$ cat config.mk
export PLATFORM = sky130hd
export DESIGN_NAME = tdm_demux_1_to_4
export DESIGN_NICKNAME = d
export VERILOG_FILES = /design/src/rtl/tdm_demux_1_to_4_pkg.sv /design/src/rtl/tdm_slot_counter.sv /design/src/rtl/tdm_demux_1_to_4.sv
export SDC_FILE = /design/constraint.sdc
export NUM_CORES = 1
export LEC_CHECK = 0
export ABC_CLOCK_PERIOD_IN_PS = 2530
export BUFFER_PORTS_ARGS = -buffer_cell sky130_fd_sc_hd__buf_4
export CAP_MARGIN = 20
export CORE_ASPECT_RATIO = 0.9
export CORE_UTILIZATION = 36
export CTS_BUF_LIST = sky130_fd_sc_hd__clkbuf_16
export DETAILED_ROUTE_END_ITERATION = 10
export REMOVE_ABC_BUFFERS = 1
export SETUP_SLACK_MARGIN = 0.15
export SYNTH_ARGS = -nofsm -noshare
export SYNTH_HDL_FRONTEND = slang
export SYNTH_SLANG_ARGS = --single-unit
$ cat constraint.sdc
create_clock -name clk -period 2.53 [get_ports clk]
set_input_delay 0.253 -clock clk [delete_from_list [all_inputs] [get_ports clk]]
set_output_delay 0.253 -clock clk [all_outputs]
set_load 0.03 [all_outputs]
$ cat src/rtl/tdm_demux_1_to_4_pkg.sv
// Shared definitions for the 4-slot TDM link: slot indices and receiver FSM encodings.
package tdm_demux_1_to_4_pkg;

  localparam int TDM_SLOTS = 4;

  localparam logic [1:0] SLOT0 = 2'd0;
  localparam logic [1:0] SLOT1 = 2'd1;
  localparam logic [1:0] SLOT2 = 2'd2;
  localparam logic [1:0] SLOT3 = 2'd3;

  typedef enum logic {
    ST_HUNT   = 1'b0,
    ST_LOCKED = 1'b1
  } tdm_state_e;

endpackage

$ cat src/rtl/tdm_slot_counter.sv
// 2-bit slot position counter: clear to 0, load to 1, advance with wrap-detect on slot 3.
module tdm_slot_counter
  import tdm_demux_1_to_4_pkg::*;
(
  input  logic       clk,
  input  logic       rst_n,
  input  logic       clear,
  input  logic       load1,
  input  logic       advance,
  output logic [1:0] slot,
  output logic       wrap
);

  always_ff @(posedge clk or negedge rst_n) begin
    if (!rst_n) begin
      slot <= SLOT0;
    end else if (clear) begin
      slot <= SLOT0;
    end else if (load1) begin
      slot <= SLOT1;
    end else if (advance) begin
      slot <= slot + 2'd1;
    end
  end

  assign wrap = advance && (slot == SLOT3);

endmodule

$ cat src/rtl/tdm_demux_1_to_4.sv
// TDM receiver: locks to the frame marker, collects four slots and publishes them together.
module tdm_demux_1_to_4
  import tdm_demux_1_to_4_pkg::*;
#(
  parameter int WIDTH     = 1,
  parameter int LOCK_WAIT = 0
) (
  input  logic             clk,
  input  logic             rst_n,
  input  logic [WIDTH-1:0] in_data,
  input  logic             in_valid,
  input  logic             in_sync,
  output logic [WIDTH-1:0] out0,
  output logic [WIDTH-1:0] out1,
  output logic [WIDTH-1:0] out2,
  output logic [WIDTH-1:0] out3,
  output logic             out_valid,
  output logic [1:0]       slot,
  output logic             locked,
  output logic             sync_err
);

  localparam int CW = (LOCK_WAIT < 1) ? 1 : $clog2(LOCK_WAIT + 1);
  localparam logic [CW-1:0] LW = CW'(LOCK_WAIT);

  tdm_state_e       state_q, state_d;
  logic [1:0]       slot_q;
  logic             ctr_clear, ctr_load1, ctr_adv, wrap;
  logic             sh_wr;
  logic [1:0]       sh_idx;
  logic             err_d, cnt_clear, gate_open, commit;
  logic [CW-1:0]    good_q;
  logic [WIDTH-1:0] shadow_q [TDM_SLOTS-1];

  tdm_slot_counter u_slot_counter (
    .clk     (clk),
    .rst_n   (rst_n),
    .clear   (ctr_clear),
    .load1   (ctr_load1),
    .advance (ctr_adv),
    .slot    (slot_q),
    .wrap    (wrap)
  );

  // Handshake: a slot is consumed on every cycle in_valid is high; there is no backpressure.
  always_comb begin
    state_d   = state_q;
    ctr_clear = 1'b0;
    ctr_load1 = 1'b0;
    ctr_adv   = 1'b0;
    sh_wr     = 1'b0;
    sh_idx    = SLOT0;
    err_d     = 1'b0;
    cnt_clear = 1'b0;
    case (state_q)
      ST_HUNT: begin
        if (in_valid && in_sync) begin
          sh_wr     = 1'b1;
          ctr_load1 = 1'b1;
          state_d   = ST_LOCKED;
        end
      end
      ST_LOCKED: begin
        if (in_valid) begin
          if (in_sync && (slot_q != SLOT0)) begin
            // Early marker: drop the partial frame and restart on this slot.
            err_d     = 1'b1;
            cnt_clear = 1'b1;
            sh_wr     = 1'b1;
            ctr_load1 = 1'b1;
          end else if (!in_sync && (slot_q == SLOT0)) begin
            err_d     = 1'b1;
            cnt_clear = 1'b1;
            ctr_clear = 1'b1;
            state_d   = ST_HUNT;
          end else begin
            sh_wr   = (slot_q != SLOT3);
            sh_idx  = slot_q;
            ctr_adv = 1'b1;
          end
        end
      end
      default: state_d = ST_HUNT;
    endcase
  end

  // The counter saturates at LW, so equality is the "enough good frames" test.
  assign gate_open = (good_q == LW);
  assign commit    = wrap && gate_open;

  always_ff @(posedge clk or negedge rst_n) begin
    if (!rst_n) begin
      state_q   <= ST_HUNT;
      good_q    <= '0;
      out0      <= '0;
      out1      <= '0;
      out2      <= '0;
      out3      <= '0;
      out_valid <= 1'b0;
      sync_err  <= 1'b0;
      for (int i = 0; i < TDM_SLOTS - 1; i++) shadow_q[i] <= '0;
    end else begin
      state_q   <= state_d;
      out_valid <= commit;
      sync_err  <= err_d;
      if (sh_wr) begin
        case (sh_idx)
          SLOT0:   shadow_q[0] <= in_data;
          SLOT1:   shadow_q[1] <= in_data;
          SLOT2:   shadow_q[2] <= in_data;
          default: ;
        endcase
      end
      if (commit) begin
        out0 <= shadow_q[0];
        out1 <= shadow_q[1];
        out2 <= shadow_q[2];
        out3 <= in_data;
      end
      if (cnt_clear) begin
        good_q <= '0;
      end else if (wrap && !gate_open) begin
        good_q <= good_q + CW'(1);
      end
    end
  end

  assign slot   = slot_q;
  assign locked = (state_q == ST_LOCKED);

endmodule

==> reports/results.tsv, run 1 <==
metric	value	unit
status	completed	
syn_avg_cell_area	12.2	um^2
dieArea	0.00197	mm^2
seq_area_frac_synth	0.503	
crit_start	u_slot_counter.slot[0]$_DFFE_PN0P_	
synth_area_leaders	dfrtp_1 (50%), ha_1 (9.7%), mux2_4 (9.3%)	
fmax	0.487	GHz
slew_violations	0	
yosysTopAreaCell	dfrtp_1	
worstPathRequired	2.65	ns
worst_pin_slew	0.293	ns
r2r-start	u_slot_counter.slot[0]$_DFFE_PN0P_	
synth.top_cell.area_share	0.503	
synth-adder-area-share	0.0967	
cts_buffers	3	
vdd_drop_max	0.000637	V
critPathMaxFanout	6	
route.detailed.drc	0	
cts_tree	done	
clockBufferDepth	2	
vias	452	
arrival	2.17	ns
grt_pass1_wl	1950	um
worstSetupStartpointType	flop	
hold_viol	0	
synth_top_family_by_area	multiplexers	
ys_seq_elements	13	
insertion_delay	0.24	ns
start_util	0.385	
synthMuxAreaShare	0.145	
fin_setup_tns	0	ns
drt-initial-drc-count	6	
syn_inst	53	
ys_types	22	
critPathKind	reg2reg	
port_buffers	13	
antenna_found_initial	0	
grt-ovfl-total	0	
cap_violations	0	
grt_pass1_vias	421	
netlist_area	647	um^2
postCtsSetupRepairBufs	0	
drive_above_1_share	0.343	
rsz0062_at_grt	false	
final-instance-count-excl-fill	94	
dp.cells	89	
period_minus_slack	2.05	ns
leakagePower	0.434	nW
n_antenna_cell	0	
die_w	46.7	um
ant_nets	0	
htree_levels	1	
dp_hpwl	798	um
row_count	14	
post-route-util	0.507	
n_fill_cell	158	
crit_path_end_kind	flop	
yosysWarnings	0	
die_h	42.2	um
area_growth	31.7	%
synth_xor_area_frac	0	
setup_violations	0	
total_power	1.11	mW
hold_start	in_valid	
hold_class	in2reg	
finalClockSkew	0.00237	ns
grt_max_degree	14	
synth-simple-area-share	0.106	
ios	14	
power.density	1300	mW/mm^2
place.gp.congestion	0.850	
relSlewSlack	0.803	
nNetsFinal	81	
track_usage	0.150	
clock_sinks	13	
synth_compound_area_frac	0.0967	
drt-wirelength-per-cell	12.3	um
firstDrtPassIters	6	
vias_per_cell	4.81	
coreArea	0.00168	mm^2
clk_pin_slew	0.04	ns
routed_wl	1150	um
period_share	0.812	
cts_root_buf	clkbuf_16	
[timing repair]
| action | CTS | global route |
|---|---|---|
| setup endpoints to repair | 0 | 0 |
| endpoints found under the hold margin | 13 | 0 |
| hold buffers | 1 | 0 |
| gates resized for setup | 0 | 0 |
[layout make-up]
type                       count  area, um^2  share of cell area
clock buffer                   3        75.1              0.0881
inverter                       6        22.5              0.0264
tap                           24        30.0              0.0352
sequential                    13         325               0.382
multi-input combinational     33         288               0.338
clock inverter                 1        3.75             0.00441
timing repair buffer          14         108               0.126
[cells in the final DEF, fill, tap and decap left out, types with 2 or more instances in the layout]
| master | n |
|---|---|
| inv_1 | 7 |
| mux2_2 | 3 |
| nor4_1 | 2 |
| o21a_1 | 2 |
| a21oi_1 | 2 |
| nor2_1 | 3 |
| ha_1 | 5 |
| dfrtp_1 | 13 |
| mux2_4 | 4 |
| buf_4 | 13 |
| clkbuf_16 | 3 |
[stage by stage]
step | setup WS (ns) | hold WS (ns) | instance area (um^2)
after floorplan | 0.415 | -0.0426 | 636
after global placement | 0.515 | 0.104 | 763
after detailed placement | 0.495 | 0.104 | 763
after CTS | 0.472 | 0.260 | 852
after global routing | 0.353 | 0.279 | 852
final | 0.475 | 0.263 | 852
[Yosys cell counts]
cell and n:
dfrtp_1 13, inv_1 6, ha_1 5, mux2_4 4, mux2_2 3, nor2_1 3
a21oi_1 2, nor4_1 2, o21a_1 2, a22o_1 1, a2bb2oi_1 1, a31oi_1 1
buf_6 1, nand2_1 1, nand2_2 1, nand2b_1 1, nand4bb_1 1, nor2b_1 1
nor3_1 1, o21ai_0 1, o221ai_1 1, or3_1 1
[kinds of logic after synthesis]
group                    count (synthesis)
AND/OR/NAND/NOR                         12
AO/OA/AOI/OAI                            9
buffers and inverters                    7
multiplexers                             7
flip-flops                              13
adder cells (fa/ha/maj)                  5
[worst max-delay path, cell delays in order (launching register included)]
cell and delay, ns:
dfrtp_1 0.43, inv_1 0.11, ha_1 0.24, ha_1 0.32
nand2_1 0.05, or3_1 0.44, mux2_4 0.34
[state kept, by name, indices dropped and copies added, names as in the netlist]
signal and cells:
sync_err 1, shadow_q 3, out0 1, locked 1, out3 1, out2 1
u_slot_counter.slot 2, good_q 1, out1 1, out_valid 1
[power by group]
group          leakage (nW)  switching (mW)  internal, mW
clock                0.0423          0.0803         0.208
combinational         0.230           0.252         0.215
sequential            0.161          0.0645         0.289
total                 0.434           0.397         0.711
[metal layers]
metal / global-route usage / routed length [um] / part of all wire
met1: 0.190 / 556 / 0.48
met2: 0.200 / 506 / 0.44
met3: 0.0776 / 65 / 0.056
met4: 0.0857 / 26 / 0.023
met5: 0 / 0 / 0
[path summary, 6_finish.rpt]
path                                                      endpoint  slack, ns  cells past startpoint
max in group asynchronous       u_slot_counter.slot[1]$_DFFE_PN0P_       1.97                      2
worst min register to register                  good_q$_DFFE_PN0P_       0.47                      1
min in group asynchronous                      out_valid$_DFF_PN0_       0.40                      2
worst min-delay path                              locked$_DFF_PN0_       0.26                      2
worst max-delay path                              out1$_DFFE_PN0P_       0.48                      6
worst max register to register                    out1$_DFFE_PN0P_       0.48                      6
Power figures use the tool's default switching activity.
==> run 2: changes to the inputs <==
--- a/config.mk
+++ b/config.mk
@@ -5,7 +5,7 @@
 export SDC_FILE = /design/constraint.sdc
 export NUM_CORES = 1
 export LEC_CHECK = 0
-export ABC_CLOCK_PERIOD_IN_PS = 2530
+export ABC_CLOCK_PERIOD_IN_PS = 2100
 export BUFFER_PORTS_ARGS = -buffer_cell sky130_fd_sc_hd__buf_4
 export CAP_MARGIN = 20
 export CORE_ASPECT_RATIO = 0.9
==> constraint.sdc (replaced) <==
create_clock -name clk -period 2.1 [get_ports clk]
set_input_delay 0.21 -clock clk [delete_from_list [all_inputs] [get_ports clk]]
set_output_delay 0.21 -clock clk [all_outputs]
set_load 0.03 [all_outputs]
==> reports/results.tsv, run 2 (same netlist as run 1, synthesis figures left out) <==
metric	value	unit
cts_root_buf	clkbuf_16	
p_int	0.938	mW
crit_path_end_kind	flop	
worstPathRequired	2.22	ns
setup_violations	0	
leakagePower	0.457	nW
clk_pin_slew	0.04	ns
die_w	46.7	um
grt_pass1_vias	411	
hold_class	in2reg	
period_minus_slack	1.89	ns
timing.final.ws_setup	0.208	ns
crit_path_max_incr_delay	0.38	ns
status	completed	
post-route-util	0.562	
vias_per_cell	4.74	
hold_viol	0	
start_util	0.385	
r2r-start	u_slot_counter.slot[0]$_DFFE_PN0P_	
antenna_found_initial	0	
slew_violations	0	
worstSetupStartpointType	flop	
port_buffers	13	
vias	465	
die_h	42.2	um
power.switching	0.539	mW
insertion_delay	0.24	ns
cts_tree	done	
firstDrtPassIters	4	
placed_cell_area	778	um^2
period_share	0.901	
grt_max_degree	14	
layout_common_cells	buf_4 (17), dfrtp_1 (13), inv_1 (5), mux2_4 (5)	
coreArea	0.00168	mm^2
drive_above_1_share	0.486	
reg2reg_slack	0.21	ns
row_count	14	
total_power	1.48	mW
critPathKind	reg2reg	
relSlewSlack	0.781	
area_growth	46.0	%
place.gp.congestion	0.856	
clock_sinks	13	
crit_buf_inv	2	
ant_nets	0	
sw_frac_of_total	0.365	
drt-wirelength-per-cell	13.0	um
seqPwrFrac	0.281	
largest_reg_flops	3	
pwr-share-comb	0.488	
dieArea	0.00197	mm^2
hold_ws	0.234	ns
critPathMaxFanout	4	
timing.rr.end	shadow_q[0]$_DFFE_PN0P_	
grt-ovfl-total	0	
rsz0062_at_grt	false	
hold_start	in_valid	
grt_pass1_wl	1790	um
finalClockSkew	0.000519	ns
route.detailed.drc	0	
htree_levels	1	
power.density	1560	mW/mm^2
n_antenna_cell	0	
fmax	0.528	GHz
cap_violations	0	
drt-initial-drc-count	8	
regMostFlops	shadow_q	
stdcell_area	945	um^2
clockBufferDepth	2	
nNetsFinal	85	
critPathTopFamily	simple AND/OR/NAND/NOR gates	
hold_depth	2	
clkPwrFrac	0.231	
place_ws	0.182	ns
routed_wl	1270	um
critPathSlowestCell	dfrtp_1	
arrival	2.01	ns
cts_buffers	3	
ios	14	
vdd_drop_max	0.000865	V
holdPathEnd	locked$_DFF_PN0_	
largestRegisters	shadow_q (3), u_slot_counter.slot (2)	
crit_chain	inv_2 -> ha_4 -> inv_1 -> ha_2 -> nand4bb_4 -> nor4_4 -> mux2_4	
final_common_cell	buf_4	
reg2regPathDepth	7	
dp_hpwl	816	um
track_usage	0.134	
worst_pin_slew	0.328	ns
[run 2: changes by cell type in the layout (fill, tap and decap cells not counted), sizes merged]
cell  previous run  this run
buf             13        17
[run 2: metal layers]
layer	global-route usage	vias to the layer above	wire length (um)
li1	-	231	-
met1	0.193	217	579
met2	0.172	15	603
met3	0.0776	2	69
met4	0.0343	0	21
met5	0	-	0
[run 2: what timing repair did]
action	in CTS	in global routing
hold buffers	1	0
resized for setup	0	12
setup endpoints to repair	0	7
buffers inserted	0	2
endpoints found under the hold margin	13	0
[run 2: final cells by class]
type	count	area [um^2]
clock inverters	1	3.75
fillers	147	737
multi-input cells	33	350
clock buffers	3	75.1
flip-flops and latches	13	325
repair buffers	18	138
well taps	24	30.0
inverters	6	22.5
[run 2: worst max path at each step]
stage,slack [ns],start,cells after the start,endpoint
after floorplan,-0.01,u_slot_counter.slot[0]$_DFFE_PN0P_,6,out0$_DFFE_PN0P_
after detailed placement,0.18,u_slot_counter.slot[0]$_DFFE_PN0P_,7,shadow_q[0]$_DFFE_PN0P_
after CTS,0.17,u_slot_counter.slot[0]$_DFFE_PN0P_,7,shadow_q[0]$_DFFE_PN0P_
after global placement,0.20,u_slot_counter.slot[0]$_DFFE_PN0P_,6,out1$_DFFE_PN0P_
final,0.21,u_slot_counter.slot[0]$_DFFE_PN0P_,7,shadow_q[0]$_DFFE_PN0P_
after global routing,0.14,u_slot_counter.slot[0]$_DFFE_PN0P_,6,out3$_DFFE_PN0P_
[run 2: power by group through the flow]
stage | registers, mW | clock network (mW) | logic [mW]
2_1_floorplan | 0.555 | 0 | 0.253
3_3_place_gp | 0.409 | 0 | 0.602
3_5_place_dp | 0.411 | 0 | 0.605
4_1_cts | 0.407 | 0.354 | 0.609
5_1_grt | 0.427 | 0.366 | 0.771
6_report | 0.415 | 0.342 | 0.721
[run 2: stage by stage]
stage	TNS, ns	std cells
after detailed placement	0	91
after CTS	0	96
after floorplan	-0.0591	52
after global placement	0	91
final	0	98
after global routing	0	98
[run 2: worst register-to-register path, delay by kind of cell, from the launching register on]
| family | cells | cell delay (ns) |
|---|---|---|
| mux | 1 | 0.33 |
| simple gates | 2 | 0.60 |
| flops | 1 | 0.38 |
| fa+ha+maj | 2 | 0.33 |
| buf+inv | 2 | 0.13 |
==> run 3: changes to the inputs <==
--- a/config.mk
+++ b/config.mk
@@ -16,4 +16,5 @@
 export SETUP_SLACK_MARGIN = 0.15
 export SYNTH_ARGS = -nofsm -noshare
 export SYNTH_HDL_FRONTEND = slang
+export SYNTH_HIERARCHICAL = 1
 export SYNTH_SLANG_ARGS = --single-unit
==> constraint.sdc (replaced) <==
create_clock -name clk -period 2.1 [get_ports clk]
set_input_delay 0.315 -clock clk [delete_from_list [all_inputs] [get_ports clk]]
set_output_delay 0.315 -clock clk [all_outputs]
set_load 0.02 [all_outputs]
==> reports/results.tsv, run 3 <==
metric	value	unit
status	completed	
ff_latch_area	325	um^2
crit_path_max_incr_delay	0.37	ns
relSlewSlack	0.826	
vias	433	
seq_area_frac_synth	0.524	
multi_input_area	292	um^2
ant_nets	0	
critPathKind	reg2reg	
critPathSlowestCell	dfrtp_1	
setup_violations	0	
coreArea	0.00153	mm^2
cap_violations	0	
ys_seq_elements	13	
netlist_area	621	um^2
htree_levels	1	
dp_hpwl	792	um
n_antenna_cell	0	
antenna_found_initial	0	
worstSetupStartpointType	flop	
cts_tree	done	
rsz0062_at_grt	false	
vias_per_cell	4.66	
largest_reg_flops	3	
ys_types	20	
total_power	1.26	mW
period_share	0.880	
hold_viol	0	
final_common_cell	buf_4	
hold_class	in2reg	
route.detailed.drc	0	
timing.final.ws_setup	0.252	ns
arrival	1.96	ns
post-route-util	0.568	
placed_cell_area	768	um^2
stdcell_area	868	um^2
layout_common_cells	buf_4 (16), dfrtp_1 (13), mux2_2 (6)	
die_w	45.8	um
area_growth	39.9	%
synth_edf_count	0	
hold_ws	0.326	ns
grt_pass1_vias	370	
grt-ovfl-total	0	
routed_wl	1050	um
yosys-top-cells-count	dfrtp_1 (13), mux2_2 (6), ha_1 (4), inv_1 (4)	
grt_max_degree	14	
final-instance-count-excl-fill	93	
synth.top_cell.area_share	0.524	
nNetsFinal	81	
start_util	0.406	
power.density	1450	mW/mm^2
leakagePower	0.441	nW
syn_inst	50	
slew_violations	0	
port_buffers	13	
period_minus_slack	1.85	ns
crit_buf_inv	1	
critPathTopFamily	simple AND/OR/NAND/NOR gates	
fin_setup_tns	0	ns
place_ws	0.0111	ns
regMostFlops	shadow_q	
yosysTopAreaCell	dfrtp_1	
ys.flop_type	dfrtp_1	
firstDrtPassIters	2	
fmax	0.541	GHz
clockBufferDepth	2	
n_fill_cell	140	
clk_pin_slew	0.04	ns
grt_pass1_wl	1710	um
drt-initial-drc-count	3	
die_h	41.4	um
insertion_delay	0.23	ns
track_usage	0.136	
drt-wirelength-per-cell	11.2	um
drive_above_1_share	0.437	
vdd_drop_max	0.000822	V
postCtsSetupRepairBufs	0	
row_count	13	
yosysMostFrequentCell	dfrtp_1	
largestRegisters	shadow_q (3), u_slot_counter/slot (2)	
finalClockSkew	0.00255	ns
crit_path_end_kind	flop	
cts_buffers	3	
yosysWarnings	6	
dp.cells	88	
worst_pin_slew	0.261	ns
ios	14	
syn_avg_cell_area	12.4	um^2
synth_area_leaders	dfrtp_1 (52%), mux2_2 (11%), ha_1 (8.1%)	
postSynth.asyncResetShare	1.00	
critPathMaxFanout	5	
clock_sinks	13	
cts_root_buf	clkbuf_16	
dieArea	0.00189	mm^2
place.gp.congestion	0.761	
worstPathRequired	2.22	ns
crit_chain	or2_4 -> inv_2 -> ha_1 -> and3_2 -> and2_4 -> nand2b_4 -> mux2_2	
## run 3: per-layer routing
| metal | global-route usage | vias up | wire length, um | part of all wire |
|---|---|---|---|---|
| met5 | 0 | - | 0 | 0 |
| met4 | 0.0221 | 0 | 0 | 0 |
| met1 | 0.186 | 207 | 526 | 0.50 |
| li1 | - | 218 | - | - |
| met3 | 0.0647 | 0 | 51 | 0.049 |
| met2 | 0.200 | 8 | 469 | 0.45 |
## run 3: cell families (layout without fill, tap and decap cells)
kind of cell               count (synthesis)  count (layout)  synth area share
adders and majority gates                  4               4            0.0806
and+or+nand+nor                           16              16             0.167
xor gates and xnor gates                   1               1            0.0141
DFF                                       13              13             0.524
buffers and inverters                      4              25            0.0242
muxes                                      9               9             0.159
AOI/OAI and AO/OA                          3               3            0.0302
## run 3: worst paths after layout
path,from,to,slack (ns),cells past startpoint
worst max-delay path,u_slot_counter/slot[1]$_DFFE_PN0P_,out0$_DFFE_PN0P_,0.25,7
worst min-delay path,in_data,shadow_q[1]$_DFFE_PN0P_,0.33,2
worst max register to register,u_slot_counter/slot[1]$_DFFE_PN0P_,out0$_DFFE_PN0P_,0.25,7
worst min register to register,shadow_q[0]$_DFFE_PN0P_,shadow_q[0]$_DFFE_PN0P_,0.50,1
max in group asynchronous,rst_n,shadow_q[2]$_DFFE_PN0P_,1.47,2
min in group asynchronous,rst_n,sync_err$_DFF_PN0_,0.47,2
## run 3: final cells by class
type,count,share of cell area
Sequential cell,13,0.375
Multi-Input combinational cell,33,0.336
Tap cell,22,0.0317
Clock buffer,3,0.0865
Timing Repair Buffer,17,0.150
Inverter,4,0.0173
Clock inverter,1,0.00432
## run 3: power by group
group	internal [mW]	leakage (nW)	switching [mW]
Sequential	0.345	0.163	0.0572
Clock	0.250	0.0423	0.0908
Combinational	0.267	0.236	0.247
## run 3: repair_timing
action,CTS,global route
resized for setup,4,1
setup endpoints to repair,4,4
endpoints found under the hold margin,13,0
pin swaps,0,0
hold buffers,1,0
